File: src/rtl/mips_mem_access_unit.sv
// mips_mem_access_unit
// Load/store unit between a MIPS pipeline and a word-organised data memory.
// Each request is handled one at a time by a four-state FSM:
//   IDLE  -> accepts a request (req_ready=1 only here)
//   READ  -> one-cycle memory read (loads, and the read half of byte/half stores)
//   WRITE -> one-cycle memory write (word stores, or merged byte/half lane)
//   RESP  -> holds the response until resp_ready
//
// Ports
//   clk, reset            clock, synchronous active-high reset
//   req_valid/req_ready   request handshake
//   req_store             1 = store, 0 = load
//   req_size              00 byte, 01 half, 10 word, 11 reserved (error)
//   req_signed            loads: 1 = sign-extend, 0 = zero-extend
//   req_addr, req_wdata   byte address, right-aligned store data
//   resp_valid/resp_ready response handshake
//   resp_rdata, resp_err  extended load data (0 for stores), error flag
//   mem_address           word index {2'b00, addr[31:2]}
//   mem_write_data        word written to memory
//   mem_read_data         combinational read word from memory
//   signal_mem_read/write memory strobes
//
// Build option
//   MIPS_MAU_ALIGN_CHECK_EN : when defined, misaligned halfword/word accesses
//   return resp_err without touching memory; otherwise the offending low
//   address bits are forced to zero.

module mips_mem_access_unit (
   input  logic        clk,
   input  logic        reset,
   input  logic        req_valid,
   output logic        req_ready,
   input  logic        req_store,
   input  logic [1:0]  req_size,
   input  logic        req_signed,
   input  logic [31:0] req_addr,
   input  logic [31:0] req_wdata,
   output logic        resp_valid,
   input  logic        resp_ready,
   output logic [31:0] resp_rdata,
   output logic        resp_err,
   output logic [31:0] mem_address,
   output logic [31:0] mem_write_data,
   input  logic [31:0] mem_read_data,
   output logic        signal_mem_read,
   output logic        signal_mem_write
);

   typedef enum logic [1:0] {IDLE, READ, WRITE, RESP} state_t;

   state_t      state, next_state;
   logic [31:0] addr_q;
   logic [31:0] wdata_q;
   logic [1:0]  size_q;
   logic        store_q;
   logic        signed_q;
   logic        err_q;
   logic [31:0] rword_q;
   logic        req_bad;
   logic        accept;

   // Select the addressed lane and extend it to 32 bits.
   function automatic logic [31:0] load_extract(input logic [31:0] word,
                                                input logic [1:0]  off,
                                                input logic [1:0]  size,
                                                input logic        sgn);
      logic signed [7:0]  b;
      logic signed [15:0] h;
      logic [31:0]        res;
      case (off)
         2'd0:    b = word[7:0];
         2'd1:    b = word[15:8];
         2'd2:    b = word[23:16];
         default: b = word[31:24];
      endcase
      h = off[1] ? word[31:16] : word[15:0];
      case (size)
         2'b00:   res = sgn ? 32'($signed(b)) : {24'h0, b};
         2'b01:   res = sgn ? 32'($signed(h)) : {16'h0, h};
         default: res = word;
      endcase
      return res;
   endfunction

   // Replace one byte/half lane of the old word with the new store data.
   function automatic logic [31:0] store_merge(input logic [31:0] word,
                                               input logic [31:0] data,
                                               input logic [1:0]  off,
                                               input logic [1:0]  size);
      logic [31:0] res;
      res = word;
      case (size)
         2'b00: begin
            case (off)
               2'd0:    res[7:0]   = data[7:0];
               2'd1:    res[15:8]  = data[7:0];
               2'd2:    res[23:16] = data[7:0];
               default: res[31:24] = data[7:0];
            endcase
         end
         2'b01: begin
            if (off[1]) res[31:16] = data[15:0];
            else        res[15:0]  = data[15:0];
         end
         default: res = data;
      endcase
      return res;
   endfunction

   // Force natural alignment; in the checking build misaligned requests
   // never reach memory, so this only matters for the default build.
   function automatic logic [31:0] align_addr(input logic [31:0] addr,
                                              input logic [1:0]  size);
      logic [31:0] res;
      res = addr;
      if (size == 2'b01) res[0]   = 1'b0;
      if (size == 2'b10) res[1:0] = 2'b00;
      return res;
   endfunction

`ifdef MIPS_MAU_ALIGN_CHECK_EN
   assign req_bad = (req_size == 2'b11) ||
                    (req_size == 2'b01 && req_addr[0]) ||
                    (req_size == 2'b10 && req_addr[1:0] != 2'b00);
`else
   assign req_bad = (req_size == 2'b11);
`endif

   assign accept = (state == IDLE) && req_valid;

   // State register
   always_ff @(posedge clk) begin
      if (reset) state <= IDLE;
      else       state <= next_state;
   end

   // Request capture and read-word capture (data only, no reset needed)
   always_ff @(posedge clk) begin
      if (accept) begin
         addr_q   <= align_addr(req_addr, req_size);
         wdata_q  <= req_wdata;
         size_q   <= req_size;
         store_q  <= req_store;
         signed_q <= req_signed;
         err_q    <= req_bad;
      end
      if (state == READ) rword_q <= mem_read_data;
   end

   always_comb begin
      next_state = state;
      case (state)
         IDLE: begin
            if (req_valid) begin
               if (req_bad)                              next_state = RESP;
               else if (req_store && req_size == 2'b10)  next_state = WRITE;
               else                                      next_state = READ;
            end
         end
         READ:    next_state = store_q ? WRITE : RESP;
         WRITE:   next_state = RESP;
         RESP:    next_state = resp_ready ? IDLE : RESP;
         default: next_state = IDLE;
      endcase
   end

   always_comb begin
      req_ready        = (state == IDLE);
      resp_valid       = (state == RESP);
      resp_err         = (state == RESP) && err_q;
      resp_rdata       = 32'h0;
      mem_address      = 32'h0;
      mem_write_data   = 32'h0;
      signal_mem_read  = (state == READ);
      // Gated by reset so a reset landing on the WRITE cycle commits nothing.
      signal_mem_write = (state == WRITE) && !reset;
      if (state == READ || state == WRITE)
         mem_address = {2'b00, addr_q[31:2]};
      if (state == WRITE)
         mem_write_data = (size_q == 2'b10) ? wdata_q
                                            : store_merge(rword_q, wdata_q, addr_q[1:0], size_q);
      if (state == RESP && !err_q && !store_q)
         resp_rdata = load_extract(rword_q, addr_q[1:0], size_q, signed_q);
   end

endmodule

File: config.mk
export PLATFORM = sky130hd
export DESIGN_NAME = mips_mem_access_unit
export DESIGN_NICKNAME = d
export VERILOG_FILES = /design/src/rtl/mips_mem_access_unit.sv
export SDC_FILE = /design/constraint.sdc
export NUM_CORES = 1
export LEC_CHECK = 0
export ABC_CLOCK_PERIOD_IN_PS = 3900
export CELL_PAD_IN_SITES_DETAIL_PLACEMENT = 2
export CELL_PAD_IN_SITES_GLOBAL_PLACEMENT = 2
export CORE_ASPECT_RATIO = 0.8
export CORE_MARGIN = 4
export CORE_UTILIZATION = 27
export DETAILED_ROUTE_END_ITERATION = 10
export GPL_TIMING_DRIVEN = 0
export PLACE_DENSITY_LB_ADDON = 0.15
export SLEW_MARGIN = 20
export SYNTH_ARGS = -nofsm -noshare
export SYNTH_HDL_FRONTEND = slang
export SYNTH_SLANG_ARGS = --single-unit
File: constraint.sdc
create_clock -name clk -period 3.9 [get_ports clk]
set_clock_uncertainty 0.15 [all_clocks]
set_input_delay 0.585 -clock clk [delete_from_list [all_inputs] [get_ports clk]]
set_output_delay 0.585 -clock clk [all_outputs]
set_load 0.05 [all_outputs]
Word level (Yosys, flattened, before mapping)

Cells that the tools add are included.

Register bits: 103
Input bits: 104
Output and inout bits: 101
Logic and storage cells: 58

Equal/unequal tests: 11
Multiplexer cells: 22
Reductions and logical operators: 15

Operators with widths:

| operator                                                        | number |
|---|---|
| 32-bit 2-to-1 mux                                               | 5 |
| 32-bit case mux with 2 select lines                             | 2 |
| 16-bit 2-to-1 mux                                               | 3 |
| 8-bit 2-to-1 mux                                                | 4 |
| 30-bit 2-to-1 mux                                               | 1 |
| 8-bit case mux with 3 select lines                              | 1 |
| 2-bit == test, second input constant                            | 6 |
| 2-bit by 1-bit == test with 1-bit output, second input constant | 4 |
| 2-bit 2-to-1 mux                                                | 4 |
| 2-bit case mux with 4 select lines                              | 1 |
| 1-bit logical AND                                               | 6 |
| 2-bit zero test                                                 | 3 |
| 1-bit zero test                                                 | 3 |
| 3-bit OR reduction                                              | 1 |
| 2-bit inequality test, second input constant                    | 1 |
| 2-bit OR reduction                                              | 1 |
| 1-bit logical OR                                                | 1 |
| 1-bit 2-to-1 mux                                                | 1 |

Longest topological paths before layout

Depth in word-level cells: 6
Depth in mapped cells: 7
Gate-level depth less buffers: 6

Worst setup path after synthesis

OpenSTA, ideal clock, no wires.

Kind: flip-flop to flip-flop
Start point: register state[0]
End point: register addr_q[0], enable pin
Library setup time: 0.434 ns
Arrival time: 2.632 ns
Data required time: 3.316 ns
Setup slack: 0.683 ns
Stages on the path, launching flop included: 4
Buffers on the path: 0
Clock period less this slack: 3.217 ns
Path through: dfxtp_1 -> inv_1 -> ha_1 -> and2_1

Longest elaborated chain between the ends: 2

Ends and longest elaborated chain:

| item                   | line | text |
|---|---|---|
| start, declared        | 51   | `state_t state, next_state;` |
| start signal, assigned | 134  | `else state <= next_state;` |
| 2-bit zero test        | n/a  |  |
| via req_ready          | 32   | `output logic req_ready,` |
| 1-bit logical AND      | 129  | `assign accept = (state == IDLE) && req_valid;` |
| via accept             | 60   | `logic accept;` |
| end signal, assigned   | 140  | `addr_q <= align_addr(req_addr, req_size);` |
| end, declared          | 52   | `logic [31:0] addr_q;` |

The timed path passes the listed nets, and every way through them passes these cells.
A chain may end at the register's enable or synchronous reset.

Worst setup path after layout

Start point: register size_q[1]
End point: output mem_write_data[3]

Longest elaborated chain between the ends: 4

Ends and longest elaborated chain:

| item                                                                        | line | text |
|---|---|---|
| start, declared                                                             | 54   | `logic [1:0] size_q;` |
| start signal, assigned                                                      | 142  | `size_q <= req_size;` |
| 2-bit by 1-bit == test with 1-bit output or 2-bit zero test (tied branches) | 92   | `case (size)` |
| 32-bit case mux with 2 select lines                                         | 92   |  |
| 32-bit 2-to-1 mux *                                                         | 180  | `mem_write_data = (size_q == 2'b10) ? wdata_q` |
| 32-bit 2-to-1 mux *                                                         | 179  | `if (state == WRITE)` |
| end, declared                                                               | 43   | `output logic [31:0] mem_write_data,` |

Every way passes the cells marked *; elsewhere a longest branch is shown, timed or not.

==> flow_summary.toml <==
[drt]
first_pass_iters = 5
post_drt_wl_per_cell_um = 23.6
drc = 0
vias = 4655
drt_iter0_markers = 289
ant_nets = 0
wl_um = 21900
vias_per_cell = 5.02

[setup_path]
required_ns = 3.16
r2r-end = "wdata_q[10]"
critPathKind = "flop to primary output"
r2r_cells = 4
arrival_ns = 3.00
slowest_stage = "dlygate4sd2_1"
reg2reg_setup_slack_ns = 2.01
path_cells = "clkbuf_1 -> clkinv_1 -> nand2_1 -> o22ai_1 -> a221oi_1 -> dlygate4sd2_1"
critical_path_buf_inv_count = 3
cp_top_family = "buffers and inverters"
r2r_start = "state[0]"
worst-path-stages = 6
path_max_fanout = 8
startpoint_type = "flop"
cpPeakStageDelay_ns = 0.59
end_kind = "primary output"

[grt]
antenna_found_initial = 1
grt_usage_pct = 19.9
grt_pass1_vias = 5135
grt-ovfl-total = 0
grt_max_degree = 56
grt_pass1_wl_um = 32400

[pwr]
power_mw = 5.79
pwr_density_cell_nw_per_um2 = 718
vdd_drop_max_v = 0.000350
leakagePower_nw = 3.36

[synthesis]
synth_common_cells = "edfxtp_1 (101), nand2_1 (51), and2_1 (40)"
yosys.area.top_type_share_pct = 57.5
synth-main-ff-cell = "edfxtp_1"
syn_inst = 448
synth_top_area_cell = "edfxtp_1"
synth.distinct_cells = 42
synth_edf_count = 101
yosys_warnings = 0
syn_area_um2 = 5280
syn_avg_cell_area_um2 = 11.8
synth_most_common_cell = "edfxtp_1"
synthTopCellsByArea = "edfxtp_1 (57%), and2_1 (4.7%), mux2i_1 (4.7%)"
synth-async-reset-ratio_pct = 0
synth_seq_cells = 103
ys_seq_area_share_pct = 58.3

[timing]
finalSetupTns_ns = 0
hold_viol = 0
finalCritPeriodShare_pct = 95.9
max_freq_mhz = 267
final-setup-viol-count = 0
worstMarginPinSlew_ns = 0.629
slew_headroom_pct = 58.1
slew_violations = 0
holdWs_ns = 0.522
layout_setup_ws_ns = 0.161
final.min_clock_period_ns = 3.74

[clock_tree]
htreeDepth = 3
insertion_delay_ns = 0.35
clockBufferDepth = 2
cts_buffers = 9
path_clk_slew_ns = 0.07
cts-root-buf = "clkbuf_16"
cts_sinks = 103
cts_tree = "done"
hold_buffers = 0

[floorplanning]
die_x_um = 164
dieArea_um2 = 21900
die_h_um = 133
initial_core_util_pct = 27.6
row_count = 45
placeableCoreArea_um2 = 19100
ios = 205

[finish]
layout.nets = 774
fillers = 1941
final_core_utilization_pct = 42.2
diodes = 0
seq_area_um2 = 3070
fin_area_um2 = 8060
drive_above_1_share_pct = 7.03
multiInputGateArea_um2 = 2050
fin_cells = 927
syn_to_final_growth_pct = 52.8

[worst_hold_path]
hold_path.startpoint = "store_q"
hold_depth = 2
hold_path_end = "state[0]"
hold_class = "flop to flop"

[status]
status = "finished, final reports clean"

[place]
placed_area_um2 = 7680
io_buffers = 202
dp_hpwl_um = 17000
dp_worst_setup_slack_ns = 0.0725
dp_cells = 911
gp_congestion = 0.842

[flow_run]
drv_cap = 0
==> how the worst max path moves through the flow <==
stage / end / start / slack, ns
2_1_floorplan: addr_q[0] / state[0] / 0.68
4_1_cts: resp_rdata[6] / size_q[0] / 0.003
5_1_grt: mem_write_data[3] / size_q[1] / -0.007
3_3_place_gp: wdata_q[24] / req_valid / -0.36
3_5_place_dp: resp_rdata[14] / state[0] / 0.07
6_report: mem_write_data[3] / size_q[1] / 0.16
==> what timing repair did <==
action,CTS,global route
buffers inserted,0,0
cloned,0,0
endpoints found under the setup margin,37,27
resized for setup,23,32
==> final cells by class <==
| class | instances | share of cell area (%) |
|---|---|---|
| repair buffers | 204 | 26.2 |
| multi-input cells | 304 | 25.4 |
| inverters | 7 | 0.326 |
| clock inverters | 7 | 1.24 |
| well taps | 258 | 4.01 |
| flip-flops and latches | 103 | 38.1 |
| clock buffers | 9 | 2.79 |
| plain buffers | 35 | 1.93 |
==> layer usage <==
layer,wire length [µm],up-vias,GRT usage (%)
met5,0,-,0
met1,9690,2331,27.3
met3,1750,15,5.23
met4,192,0,3.77
li1,-,2126,-
met2,10300,183,32.0
==> cell families (layout without fill, tap and decap cells) <==
| group | Yosys count | in the layout | share of synthesized area [%] |
|---|---|---|---|
| compound gates | 134 | 134 | 17.5 |
| simple gates | 129 | 129 | 12.6 |
| flops | 103 | 103 | 58.3 |
| buf+inv | 42 | 262 | 3.42 |
| mux | 33 | 33 | 6.67 |
| fa+ha+maj | 6 | 6 | 1.42 |
| other cells | 1 | 2 | 0.0711 |
==> report_power, final <==
part / switching [mW] / leakage (nW) / internal (mW)
sequential: 0.220 / 0.966 / 1.55
clock: 0.465 / 0.158 / 0.520
combinational: 2.04 / 2.24 / 0.996
==> worst register-to-register path, delay by kind of cell, from the launching register on <==
family        cells  cell delay [ns]
buf+inv           2             0.39
flops             1             0.35
fa+ha+maj         1             0.27
simple gates      1             0.36
==> layout by cell type (no fill, tap or decap), drive strengths merged, types with 2 or more instances in the layout <==
| cell | Yosys | routed |
|---|---|---|
| dfxtp | 2 | 2 |
| clkbuf | 25 | 34 |
| clkinv | 1 | 4 |
| o22ai | 8 | 8 |
| a22oi | 14 | 14 |
| o211a | 7 | 7 |
| nor2b | 16 | 16 |
| mux2 | 7 | 7 |
| inv | 6 | 9 |
| and2 | 41 | 41 |
| a32oi | 8 | 8 |
| ha | 6 | 6 |
| clkdlybuf4s50 | 0 | 159 |
| o21ai | 34 | 34 |
| or2b | 2 | 2 |
| a21boi | 7 | 7 |
| edfxtp | 101 | 101 |
| a221oi | 18 | 18 |
| nand2 | 52 | 52 |
| nand2b | 2 | 2 |
| dlygate4sd2 | 0 | 17 |
| dlygate4sd1 | 0 | 3 |
| nor2 | 12 | 12 |
| o221ai | 6 | 6 |
| conb | 1 | 2 |
| buf | 10 | 12 |
| a21oi | 26 | 26 |
| mux2i | 25 | 25 |
| a211oi | 2 | 2 |
| dlymetal6s2s | 0 | 23 |
==> state kept, by name (all words and copies together), names as in the netlist <==
register  cells
addr_q       32
rword_q      32
wdata_q      32
size_q        2
state         2
err_q         1
signed_q      1
store_q       1
(Power assumes the default switching activity.)
